`src/rtl/hpu_cmd_tracker.sv`:
```
// HPU command tracker: allocates local command slots, stamps {cluster, core, slot} IDs,
// drives a registered valid/ready command stage and retires slots on completions.
// Optional build macro HPU_CMD_TIMEOUT_EN adds per-slot age counters and sticky timeout_o flags.
module hpu_cmd_tracker #(
    parameter int unsigned NUM_HPU_CMDS = 4,
    parameter int unsigned CLUSTER_IDW  = 2,
    parameter int unsigned CORE_IDW     = 3,
    parameter int unsigned CDMA_INTF_ID = 3
`ifdef HPU_CMD_TIMEOUT_EN
    ,parameter int unsigned TIMEOUT_CYCLES = 4096
`endif
) (
    input  logic                                                   clk_i,
    input  logic                                                   rst_i,
    input  logic [CLUSTER_IDW-1:0]                                 cluster_id_i,
    input  logic [CORE_IDW-1:0]                                    core_id_i,
    input  logic                                                   issue_valid_i,
    output logic                                                   issue_ready_o,
    input  logic [1:0]                                             issue_intf_id_i,
    input  logic [7:0]                                             issue_cmd_type_i,
    input  logic [607:0]                                           issue_descr_i,
    output logic [$clog2(NUM_HPU_CMDS)-1:0]                        issue_slot_o,
    output logic                                                   cmd_req_valid_o,
    input  logic                                                   cmd_req_ready_i,
    output logic [2+8+1+CLUSTER_IDW+CORE_IDW+$clog2(NUM_HPU_CMDS)+608-1:0] cmd_req_o,
    input  logic                                                   resp_valid_i,
    input  logic [CLUSTER_IDW+CORE_IDW+$clog2(NUM_HPU_CMDS)-1:0]   resp_cmd_id_i,
    input  logic [$clog2(NUM_HPU_CMDS)-1:0]                        poll_slot_i,
    output logic                                                   poll_done_o,
    output logic [NUM_HPU_CMDS-1:0]                                busy_o,
    output logic                                                   resp_err_o,
    output logic [31:0]                                            num_completed_o
`ifdef HPU_CMD_TIMEOUT_EN
    ,output logic [NUM_HPU_CMDS-1:0]                               timeout_o
`endif
);

    localparam int unsigned SLOTW   = $clog2(NUM_HPU_CMDS);
    localparam int unsigned CMD_IDW = CLUSTER_IDW + CORE_IDW + SLOTW;
    localparam int unsigned REQW    = 2 + 8 + 1 + CMD_IDW + 608;

    typedef enum logic [0:0] {
        ST_IDLE = 1'b0,
        ST_HOLD = 1'b1
    } out_state_e;

    out_state_e                 state_r;
    out_state_e                 state_nxt_s;
    logic [NUM_HPU_CMDS-1:0]    busy_r;
    logic [REQW-1:0]            cmd_req_r;
    logic                       resp_err_r;
    logic [31:0]                num_completed_r;

    logic [SLOTW-1:0]           free_slot_s;
    logic                       issue_ready_s;
    logic                       issue_hs_s;
    logic                       to_uncluster_s;
    logic [CMD_IDW-1:0]         cmd_id_s;
    logic [SLOTW-1:0]           resp_slot_s;
    logic                       resp_id_match_s;
    logic                       resp_hit_s;
    logic [NUM_HPU_CMDS-1:0]    alloc_mask_s;
    logic [NUM_HPU_CMDS-1:0]    retire_mask_s;

    // Lowest-index clear bit of the busy map; callers only use it while a free slot exists.
    function automatic logic [SLOTW-1:0] lowest_free(input logic [NUM_HPU_CMDS-1:0] busy);
        lowest_free = {SLOTW{1'b0}};
        for (int i = NUM_HPU_CMDS - 1; i >= 0; i--) begin
            if (!busy[i]) begin
                lowest_free = SLOTW'(i);
            end
        end
    endfunction

    // Issue-side handshake, allocation and command ID stamping.
    always_comb begin
        free_slot_s    = lowest_free(busy_r);
        issue_ready_s  = (busy_r != {NUM_HPU_CMDS{1'b1}}) &&
                         ((state_r == ST_IDLE) || cmd_req_ready_i);
        issue_hs_s     = issue_valid_i && issue_ready_s;
        to_uncluster_s = (issue_intf_id_i != 2'(CDMA_INTF_ID));
        cmd_id_s       = {cluster_id_i, core_id_i, free_slot_s};
        alloc_mask_s   = {NUM_HPU_CMDS{1'b0}};
        if (issue_hs_s) begin
            alloc_mask_s[free_slot_s] = 1'b1;
        end else begin
            alloc_mask_s = {NUM_HPU_CMDS{1'b0}};
        end
    end

    // Response decode: a completion retires only a busy slot owned by this cluster/core.
    always_comb begin
        resp_slot_s     = resp_cmd_id_i[SLOTW-1:0];
        resp_id_match_s = (resp_cmd_id_i[CMD_IDW-1 -: CLUSTER_IDW] == cluster_id_i) &&
                          (resp_cmd_id_i[SLOTW +: CORE_IDW] == core_id_i);
        resp_hit_s      = resp_valid_i && resp_id_match_s && busy_r[resp_slot_s];
        retire_mask_s   = {NUM_HPU_CMDS{1'b0}};
        if (resp_hit_s) begin
            retire_mask_s[resp_slot_s] = 1'b1;
        end else begin
            retire_mask_s = {NUM_HPU_CMDS{1'b0}};
        end
    end

    // Output stage next state; HOLD->HOLD on ready plus new handshake keeps 1 cmd/cycle.
    always_comb begin
        state_nxt_s = state_r;
        case (state_r)
            ST_IDLE: begin
                if (issue_hs_s) begin
                    state_nxt_s = ST_HOLD;
                end else begin
                    state_nxt_s = ST_IDLE;
                end
            end
            ST_HOLD: begin
                if (cmd_req_ready_i && !issue_hs_s) begin
                    state_nxt_s = ST_IDLE;
                end else begin
                    state_nxt_s = ST_HOLD;
                end
            end
            default: state_nxt_s = ST_IDLE;
        endcase
    end

    // Output stage state register.
    always_ff @(posedge clk_i or posedge rst_i) begin
        if (rst_i) begin
            state_r <= ST_IDLE;
        end else begin
            state_r <= state_nxt_s;
        end
    end

    // Command register; only a handshake reloads it, so it is stable under backpressure.
    always_ff @(posedge clk_i or posedge rst_i) begin
        if (rst_i) begin
            cmd_req_r <= {REQW{1'b0}};
        end else if (issue_hs_s) begin
            cmd_req_r <= {issue_intf_id_i, issue_cmd_type_i, to_uncluster_s, cmd_id_s, issue_descr_i};
        end
    end

    // Slot bookkeeping: allocation and retirement always target distinct slots.
    always_ff @(posedge clk_i or posedge rst_i) begin
        if (rst_i) begin
            busy_r          <= {NUM_HPU_CMDS{1'b0}};
            resp_err_r      <= 1'b0;
            num_completed_r <= 32'd0;
        end else begin
            busy_r     <= (busy_r & ~retire_mask_s) | alloc_mask_s;
            resp_err_r <= resp_valid_i && !resp_hit_s;
            if (resp_hit_s) begin
                num_completed_r <= num_completed_r + 32'd1;
            end
        end
    end

`ifdef HPU_CMD_TIMEOUT_EN
    logic [15:0]             age_r [NUM_HPU_CMDS];
    logic [NUM_HPU_CMDS-1:0] timeout_r;

    // Per-slot age counters and sticky timeout flags.
    always_ff @(posedge clk_i or posedge rst_i) begin
        if (rst_i) begin
            for (int i = 0; i < NUM_HPU_CMDS; i++) begin
                age_r[i] <= 16'd0;
            end
            timeout_r <= {NUM_HPU_CMDS{1'b0}};
        end else begin
            for (int i = 0; i < NUM_HPU_CMDS; i++) begin
                if (alloc_mask_s[i]) begin
                    age_r[i] <= 16'd0;
                end else if (busy_r[i] && (age_r[i] != 16'hFFFF)) begin
                    age_r[i] <= age_r[i] + 16'd1;
                end
                if (retire_mask_s[i]) begin
                    timeout_r[i] <= 1'b0;
                end else if (busy_r[i] && (age_r[i] >= 16'(TIMEOUT_CYCLES))) begin
                    timeout_r[i] <= 1'b1;
                end
            end
        end
    end

    assign timeout_o = timeout_r;
`endif

    assign issue_ready_o   = issue_ready_s;
    assign issue_slot_o    = free_slot_s;
    assign cmd_req_valid_o = (state_r == ST_HOLD);
    assign cmd_req_o       = cmd_req_r;
    assign poll_done_o     = !busy_r[poll_slot_i];
    assign busy_o          = busy_r;
    assign resp_err_o      = resp_err_r;
    assign num_completed_o = num_completed_r;

endmodule

```
`config.mk`:
```
export PLATFORM = sky130hd
export DESIGN_NAME = hpu_cmd_tracker
export DESIGN_NICKNAME = d
export VERILOG_FILES = /design/src/rtl/hpu_cmd_tracker.sv
export SDC_FILE = /design/constraint.sdc
export NUM_CORES = 2
export LEC_CHECK = 0
export CORE_AREA = 4 4 512 514
export CTS_CLUSTER_SIZE = 40
export DETAILED_ROUTE_END_ITERATION = 7
export DIE_AREA = 0 0 516 518
export GPL_ROUTABILITY_DRIVEN = 0
export MAX_ROUTING_LAYER = met4
export PLACE_DENSITY = 0.3
export SLEW_MARGIN = 40
export SYNTH_ARGS = -nofsm -noshare
export SYNTH_HDL_FRONTEND = slang
export SYNTH_SLANG_ARGS = --single-unit
```
`constraint.sdc`:
```
create_clock -name clk_i -period 67 [get_ports clk_i]
set_clock_uncertainty 0.15 [all_clocks]
set_input_delay 10.05 -clock clk_i [delete_from_list [all_inputs] [get_ports clk_i]]
set_output_delay 10.05 -clock clk_i [all_outputs]
set_load 0.01 [all_outputs]
```
==> flow_summary.json <==
{
  "synthTopCellsByArea": "dfrtp_1 (66%), nand2_1 (28%), clkbuf_1 (1.9%), xnor2_1 (1.0%), nand4_1 (0.42%)",
  "ios": 1305,
  "crit_path_max_fanout": 3,
  "clock.fmax_mhz": 45.04,
  "vias": 24253,
  "cp-endpoint": "issue_ready_o",
  "placement.setup.worst_slack_ps": 44740,
  "grt_max_degree": 133,
  "drt-pass1-iter-count": 7,
  "ctsHtreeMaxLevel": 3,
  "fin_ws_ps": 44800,
  "finish.instance_area_mm2": 0.04584,
  "powerDensity_mw_per_mm2": 48.66,
  "insertion_delay_ps": 710,
  "post-place-cells": 7390,
  "r2r_setup_slack_ps": 62230,
  "worstReg2RegStart": "busy_o[1]",
  "drive_gt1_frac": 0.04873,
  "cap_violations": 0,
  "synthTopCellsByCount": "nand2_1 (1887), dfrtp_1 (664), clkbuf_1 (127)",
  "r2r-end": "cmd_req_o[226]",
  "cts.clk_slew.worst_paths_ps": 50,
  "wl_um": 179500,
  "hold_class": "reg2reg",
  "cts_tree": "built",
  "synth-edff-count": 0,
  "post_cts_resized": 0,
  "grt_pass1_vias": 25469,
  "core_area_mm2": 0.2569,
  "tightest_slew_ps": 895.0,
  "syn_to_final_growth_pct": 82.38,
  "syn_inst": 2815,
  "yosys_warnings": 0,
  "drc": 0,
  "cp-start-kind": "primary input",
  "drt_iter0_drc": 1071,
  "grt_use_total": 0.1331,
  "row_count": 186,
  "ff2ff_path_depth": 8,
  "fin_crit_ps": 22200,
  "end_kind": "output port",
  "port_buffers": 1304,
  "wl_per_cell_um": 23.45,
  "synth.avg_cell_area_um2": 8.928,
  "rsz0062_at_grt": "no",
  "dp_hpwl_um": 144300,
  "final-hold-violation-count": 0,
  "ir_worst_vdd_mv": 0.01774,
  "cts_root_buf": "clkbuf_16",
  "clockBufferDepth": 3,
  "ys_types": 37,
  "dieArea_mm2": 0.2673,
  "start_util": 0.09782,
  "holdBufCountCts": 0,
  "cts_buffers": 97,
  "die_w_um": 516,
  "synth_seq_cells": 664,
  "power_mw": 2.230,
  "required_ps": 56800,
  "die_h_um": 518,
  "crit_type": "in2out",
  "yosys.cell_count.top_type": "nand2_1",
  "arrival_ps": 12000,
  "fill_cells": 28857,
  "setup_viol": 0,
  "cts.sinks": 664,
  "place_area_mm2": 0.04221,
  "grt_overflow": 0,
  "crit_start": "cmd_req_ready_i",
  "synth_seq_area_share": 0.6612,
  "synth_nets": 3453,
  "antenna_left": 0,
  "yosysTopAreaCell": "dfrtp_1",
  "finalSetupTns_ps": 0,
  "synthArstFlopShare": 1.000,
  "syn_area_mm2": 0.02513,
  "grt_antenna_before_repair": 139,
  "slew_headroom": 0.4033,
  "yosysTopAreaCellShare": 0.6612,
  "grt_pass1_wl_um": 237100,
  "fin_cells": 7655,
  "total_leakage_power_nw": 20.70,
  "post-route-period-util": 0.3314,
  "via_per_inst": 3.168,
  "status": "finished, final reports clean",
  "postCtsSetupRepairBufs": 0,
  "slew_viol_final": 0,
  "nNetsFinal": 4744,
  "synth-main-ff-cell": "dfrtp_1"
}
==> worst min path at each step <==
stage / start / slack [ps] / cells past startpoint / to
floorplan: num_completed_o[31] / 350 / 1 / num_completed_o[31]
global placement: cmd_req_o[33] / 310 / 2 / cmd_req_o[33]
detailed placement: cmd_req_o[285] / 310 / 2 / cmd_req_o[285]
CTS: num_completed_o[31] / 320 / 1 / num_completed_o[31]
global route: num_completed_o[31] / 330 / 1 / num_completed_o[31]
finish: num_completed_o[31] / 320 / 1 / num_completed_o[31]
==> cells by family (layout without fill, tap and decap cells) <==
group                      count (synthesis)  count (layout)  synth area share
muxes                                      6               6          0.003037
adders and majority gates                  1               1         0.0004978
xor gates and xnor gates                  36              36           0.01284
DFF                                      664             664            0.6612
AOI/OAI and AO/OA                         13              13          0.003136
buffers and inverters                    148            1519           0.02300
and+or+nand+nor                         1947            1947            0.2963
other                                      0              85                 0
==> stage by stage <==
step,util,hold WS (ps)
CTS,0.1774,324.4
detailed placement,0.1643,310.7
floorplan,-,353.9
global route,0.1783,329.6
global placement,0.1640,307.7
finish,0.1784,319.9
==> layout by cell type (no fill, tap or decap), drive strengths merged, types with 6 or more instances in the layout <==
cell type and n:
and3 6, diode 85, clkdlybuf4s50 1304, nand2 1887, nor2 9, nand3 12, dfrtp 664, buf 31
nand4 17, clkinv 21, bufinv 8, xnor2 30, xor2 6, clkbuf 147
==> per-layer routing <==
| metal | vias up | track usage | wire, um |
|---|---|---|---|
| met5 | - | - | 0 |
| met4 | 0 | 0.02464 | 2973 |
| met3 | 202 | 0.07711 | 24190 |
| met2 | 1107 | 0.2111 | 81760 |
| met1 | 11644 | 0.1453 | 70600 |
| li1 | 11300 | - | - |
==> sequential cells by signal (all words and copies together) (netlist names) <==
signal           flops
busy_o               4
cmd_req_o          626
cmd_req_valid_o      1
num_completed_o     32
resp_err_o           1
==> critical path: stages <==
cell	delay, ps
clkdlybuf4s50_1	520
nand2b_1	270
o21a_1	500
clkdlybuf4s50_1	660
==> power breakdown <==
| group | internal [mW] | total (mW) | switching (mW) |
|---|---|---|---|
| clock network | 0.330 | 0.548 | 0.218 |
| registers | 0.588 | 0.710 | 0.122 |
| logic | 0.439 | 0.972 | 0.534 |
==> layout make-up <==
| class | instances | area, um2 | area share |
|---|---|---|---|
| multi-input cells | 2003 | 7959 | 0.1736 |
| flip-flops and latches | 664 | 16620 | 0.3625 |
| clock buffers | 147 | 2908 | 0.06344 |
| repair buffers | 1335 | 13410 | 0.2926 |
| diodes | 85 | 212.7 | 0.004641 |
| well taps | 3384 | 4234 | 0.09238 |
| clock inverters | 32 | 465.4 | 0.01015 |
| inverters | 5 | 31.28 | 0.0006824 |
(Power assumes the default switching activity.)
